**src/rtl/rr_arbiter4.sv**
```systemverilog
// rr_arbiter4: four-way round-robin arbiter with grant hold until release.
// A winner is picked in IDLE by searching from the rotating pointer. Its grant is held
// until the owner pulses done or drops its request, and then the pointer moves past it.
// Optional feature: define ARB_TIMEOUT_EN to force a release after HOLD_MAX grant cycles.
// In that case timeout pulses for one cycle when gnt drops.
module rr_arbiter4 #(
  parameter int unsigned HOLD_MAX = 8
) (
  input  logic       clk,
  input  logic       rst_n,
  input  logic [3:0] req,
  input  logic       done,
  output logic [3:0] gnt,
  output logic [1:0] gnt_idx,
  output logic       gnt_valid,
  output logic       timeout
);

  typedef enum logic {StIdle, StGrant} state_t;

  state_t     state;
  logic [1:0] ptr;
  logic [1:0] win;
  logic [1:0] cand;
  logic       found;
  logic       rel_norm;
  logic       rel_force;

  // Rotating-priority search: first requester at or after ptr wins.
  always_comb begin
    win   = ptr;
    cand  = ptr;
    found = 1'b0;
    for (int k = 0; k < 4; k++) begin
      cand = ptr + 2'(k);
      if (!found && req[cand]) begin
        win   = cand;
        found = 1'b1;
      end
    end
  end

  // Owner-initiated release: explicit done or request withdrawn.
  always_comb begin
    rel_norm = done | ~req[gnt_idx];
  end

`ifdef ARB_TIMEOUT_EN
  logic [7:0] hold_cnt;

  // Forced release only when nothing else is releasing, so a coinciding done stays normal.
  always_comb begin
    rel_force = !rel_norm && (hold_cnt == 8'(HOLD_MAX - 1));
  end
`else
  // No counter is built; a grant can be held indefinitely.
  always_comb begin
    rel_force = 1'b0;
  end

  assign timeout = 1'b0;
`endif

  // Arbiter FSM with registered outputs and pointer update.
  always_ff @(posedge clk or negedge rst_n) begin
    if (!rst_n) begin
      state     <= StIdle;
      ptr       <= 2'd0;
      gnt       <= 4'b0000;
      gnt_idx   <= 2'd0;
      gnt_valid <= 1'b0;
`ifdef ARB_TIMEOUT_EN
      hold_cnt  <= 8'd0;
      timeout   <= 1'b0;
`endif
    end else begin
      unique case (state)
        StIdle: begin
`ifdef ARB_TIMEOUT_EN
          timeout <= 1'b0;
`endif
          if (|req) begin
            gnt_idx   <= win;
            gnt       <= 4'b0001 << win;
            gnt_valid <= 1'b1;
            state     <= StGrant;
`ifdef ARB_TIMEOUT_EN
            hold_cnt  <= 8'd0;
`endif
          end
        end
        StGrant: begin
          if (rel_norm || rel_force) begin
            gnt       <= 4'b0000;
            gnt_valid <= 1'b0;
            ptr       <= gnt_idx + 2'd1;
            state     <= StIdle;
`ifdef ARB_TIMEOUT_EN
            timeout   <= rel_force;
`endif
          end else begin
`ifdef ARB_TIMEOUT_EN
            hold_cnt  <= hold_cnt + 8'd1;
`endif
          end
        end
        default: state <= StIdle;
      endcase
    end
  end

endmodule

```
**config.mk**
```make
export PLATFORM = sky130hd
export DESIGN_NAME = rr_arbiter4
export DESIGN_NICKNAME = d
export VERILOG_FILES = /design/src/rtl/rr_arbiter4.sv
export SDC_FILE = /design/constraint.sdc
export NUM_CORES = 1
export LEC_CHECK = 0
export ABC_AREA = 1
export CORE_MARGIN = 4
export CORE_UTILIZATION = 51
export CTS_CLUSTER_SIZE = 28
export DETAILED_ROUTE_END_ITERATION = 10
export GPL_TIMING_DRIVEN = 1
export PLACE_DENSITY = 0.86
export SLEW_MARGIN = 0
export SYNTH_ARGS = -nofsm -noshare
export SYNTH_HDL_FRONTEND = slang
export SYNTH_SLANG_ARGS = --single-unit
```
**constraint.sdc**
```tcl
create_clock -name clk -period 1.9 [get_ports clk]
set_input_delay 0.475 -clock clk [delete_from_list [all_inputs] [get_ports clk]]
set_output_delay 0.475 -clock clk [all_outputs]
set_load 0.01 [all_outputs]
```
==> results.md <==
Routing:
- The routed wire length is around 2100 um.
- The average routed wire per standard cell is 12.5 um.
- The iteration count of the initial detailed-routing pass is 4.
- The routed layout has 904 vias.
- Once detail routing completed, the nets flagged for antenna violations numbered 0.
- The number of remaining DRC errors is 0.
- The violation count after the first detailed-route iteration is 19.
- Dividing the detail-routed via count by the number of cells gives between 5 and 6.

Global route:
- The via count of the first global-routing pass is 850.
- met2 is the most crowded layer.
- The first global-routing pass estimated about 3600 um of wire.
- The met1 track demand over resource is 21.7%.
- Entering global routing, the biggest net connects 15 pins.
- The aggregate global routing overflow is 0.
- The initial antenna violation count was 0.
- The total routing usage reported by global routing is a little under a fifth.
- In the global route stage, met2 resource usage came out at a little under a third.
- The met3 track demand over resource in global routing is under 10%.

Clock network:
- The number of buffers added by the clock tree synthesis step is 3.
- The number of buffers between clock root and the deepest sink is 2.
- CTS built an H-tree with a depth of 1.
- The tree is rooted in a sky130_fd_sc_hd__clkbuf_4.
- The post-CTS setup buffer count is 0.
- The clock tree from TritonCTS is yes.
- The TritonCTS sink count is 10.
- After clock tree synthesis, the clock-pin slew on the worst setup and hold paths is 0.07 ns.
- The clock latency on the worst-skew pair is approximately 0.27 ns.

Final layout:
- The area added between synthesis and finish is 21.6%.
- The layout cell share with drive strength beyond 1 is between 10% and 20%.
- At the end of the flow, the number of nets in the layout was roughly 160.
- The area used by sequential logic in the layout is around 250 sq um.
- The final cell count without fillers is 170.
- The antenna diode instance count is 0.
- In the final layout, the multi-input gates occupy ~550 sq um.
- The filler cells instantiated in the layout total around 130.

STA:
- The number of hold-slack violations in the final timing report is 0.
- The worst setup skew after layout is 0.000771 ns.
- The count of final max-slew check failures is 0.
- Timing would allow up to 549 MHz.
- Setup repair after global routing left no endpoint under its margin.
- The fraction of the cycle the final worst path needs is a little over nine tenths.
- Subtracting the final worst setup slack from the clock period gives 1.82 ns.
- The final hold slack is 0.484 ns.
- The post-layout worst setup margin is 0.0792 ns.
- The final number of setup-violating endpoints is 0.

Floorplan:
- The floorplan step defined a die boundary enclosing roughly 2400 sq um.
- The total number of placement rows is 14.
- The starting density of the core is between 50% and 60%.
- From left edge to right edge, the die measures 49.4 um.
- The die span in y is 49.4 um.
- The standard cell core area is between 1500 and 2000 sq um.
- The number of ports placed on the die boundary is 15.

Pwr:
- The combinational group share of total power is a little over two thirds.
- The cell leakage power is 0.580 nW.
- The completed layout was analyzed and its total power is approximately 2.1 mW.
- The part of the power in registers is a little over 20%.
- The internal power of the cells totals ~980 uW.
- Dividing total power by cell area gives a power density of 1970 nW/um^2.
- Net switching is 53.2% of the power.
- In this run the power spent charging and discharging nets is 1.12 mW.
- The worst ir drop on vdd is roughly 0.0012 V.
- The clock power share is under 10%.

Place:
- The half-perimeter wire length after detailed placement is 1590 um.
- The final estimated routing congestion in global placement is around 0.85.
- The worst slack at placement is -0.189 ns.
- The number of buffers added on ports is 13.
- The cell total after placement is between 150 and 200.

Critical path:
- The standard cell with the maximum stage delay on the critical path is sky130_fd_sc_hd__clkdlybuf4s50_1.
- The signal on the critical path passes through clkdlybuf4s50_1.
- The combined buffer and inverter count along the critical path is 1.
- The largest single stage delay on the critical path is between 0.5 and 0.6 ns.
- The largest fanout of any net on the critical path is 8.
- The signal arrival time at the worst endpoint is 1.35 ns.
- The kind of start point of the critical path is a flop.
- Broken down by cell family, the worst path's largest delay share belongs to buffers and inverters.
- The worst endpoint required time is about 1.4 ns.
- The critical path in this run is classified as flop to output pin.
- The kind of capture point of the worst setup path is an output pin.

Yosys:
- The gate count after technology mapping is ~140.
- After synthesis, the netlist uses 22 different library cells.
- The net count of the mapped netlist is 144.
- Averaged over all synthesized cells, the footprint is ~6.4 sq um.
- The share of the Yosys chip area taken by registers is approximately 29%.
- The synthesis-stage register bit count is 10.
- The count of yosys warnings during synthesis is 0.
- The area of the mapped netlist is between 800 and 900 sq um.

Status:
- The flow ran to the end, and the final reports show no timing, DRC or antenna violations.

Worst hold path:
- The kind of path behind the tightest hold check is flop to flop.

Job:
- Max-cap violations in this run came to 0.
## metrics by stage
stage          util [%]  TNS, ns  cell area, sq um
2_1_floorplan         -        0               873
3_3_place_gp       65.4   -0.644              1020
3_5_place_dp       65.4   -0.997              1020
4_1_cts            67.7        0              1060
5_1_grt            68.1        0              1060
6_report           68.1        0              1060
## layout make-up
class / instances / area share [%]
inverter: 8 / 4.00
clock buffer: 4 / 3.42
multi-input combinational: 115 / 51.5
timing repair buffer: 17 / 15.5
sequential: 10 / 23.7
tap: 16 / 1.88
## repair_timing
item                                    CTS  global route
endpoints found under the setup margin    0             6
hold buffers                              0             0
gates resized for setup                   0             4
## Yosys cell counts (all sizes together)
master	number	share of area (%)
nand2	78	36
nand3	19	13
dfrtp	10	29
inv	7	3.0
nor2	7	6.3
buf	4	3.9
o21ai	4	2.3
a21oi	2	1.1
a21o	1	0.86
clkinv	1	1.9
conb	1	0.43
nor4	1	0.72
o211ai	1	0.86
xnor2	1	1.0
## registers in the layout (all words and copies together), names as in the netlist
name / cells
gnt: 4
gnt_idx: 2
gnt_valid: 1
ptr: 2
state: 1
## power groups by stage
stage / registers, mW / clock network (mW) / logic (mW)
global route: 0.448 / 0.207 / 1.64
detailed placement: 0.435 / 0 / 1.45
global placement: 0.429 / 0 / 1.41
finish: 0.435 / 0.195 / 1.47
CTS: 0.430 / 0.197 / 1.46
floorplan: 0.408 / 0 / 1.11
## layer usage
layer | up-vias | routed length, um
li1 | 463 | -
met1 | 410 | 926
met2 | 24 | 1060
met3 | 7 | 96
met4 | 0 | 48
met5 | - | 0
## cells in the final DEF (no fill, tap or decap)
cell / instances
sky130_fd_sc_hd__nor4_1: 1
sky130_fd_sc_hd__clkbuf_4: 3
sky130_fd_sc_hd__nand2_2: 7
sky130_fd_sc_hd__o21ai_0: 4
sky130_fd_sc_hd__o211ai_1: 1
sky130_fd_sc_hd__dfrtp_1: 9
sky130_fd_sc_hd__inv_2: 2
sky130_fd_sc_hd__nor2_8: 1
sky130_fd_sc_hd__nand3_1: 16
sky130_fd_sc_hd__clkinv_8: 1
sky130_fd_sc_hd__buf_4: 4
sky130_fd_sc_hd__inv_1: 5
sky130_fd_sc_hd__a21o_1: 1
sky130_fd_sc_hd__nor2_1: 3
sky130_fd_sc_hd__clkdlybuf4s50_1: 11
sky130_fd_sc_hd__dfrtp_2: 1
sky130_fd_sc_hd__clkbuf_8: 1
sky130_fd_sc_hd__a21oi_1: 2
sky130_fd_sc_hd__nand3_2: 3
sky130_fd_sc_hd__dlymetal6s2s_1: 2
sky130_fd_sc_hd__nor2_2: 2
sky130_fd_sc_hd__nand2_1: 70
sky130_fd_sc_hd__xnor2_1: 1
sky130_fd_sc_hd__nor2_4: 1
sky130_fd_sc_hd__nand2_4: 1
sky130_fd_sc_hd__conb_1: 1
## kinds of logic after synthesis
logic type	synth area share, %
DFF	28.7
other	0.429
buffers and inverters	8.74
and+or+nand+nor	56.0
xor gates and xnor gates	1.00
AOI/OAI and AO/OA	5.16
## final timing paths
path	from	end	slack, ns	cells after the start
max in group asynchronous	rst_n	ptr[1]	1.05	1
max reg2reg	ptr[1]	gnt[3]	0.17	13
min	gnt[0]	gnt[0]	0.48	2
max	gnt_idx[0]	gnt_idx[0]	0.08	1
min reg2reg	gnt[0]	gnt[0]	0.48	2
min in group asynchronous	rst_n	ptr[0]	0.51	1
Power figures use the tool's default switching activity.
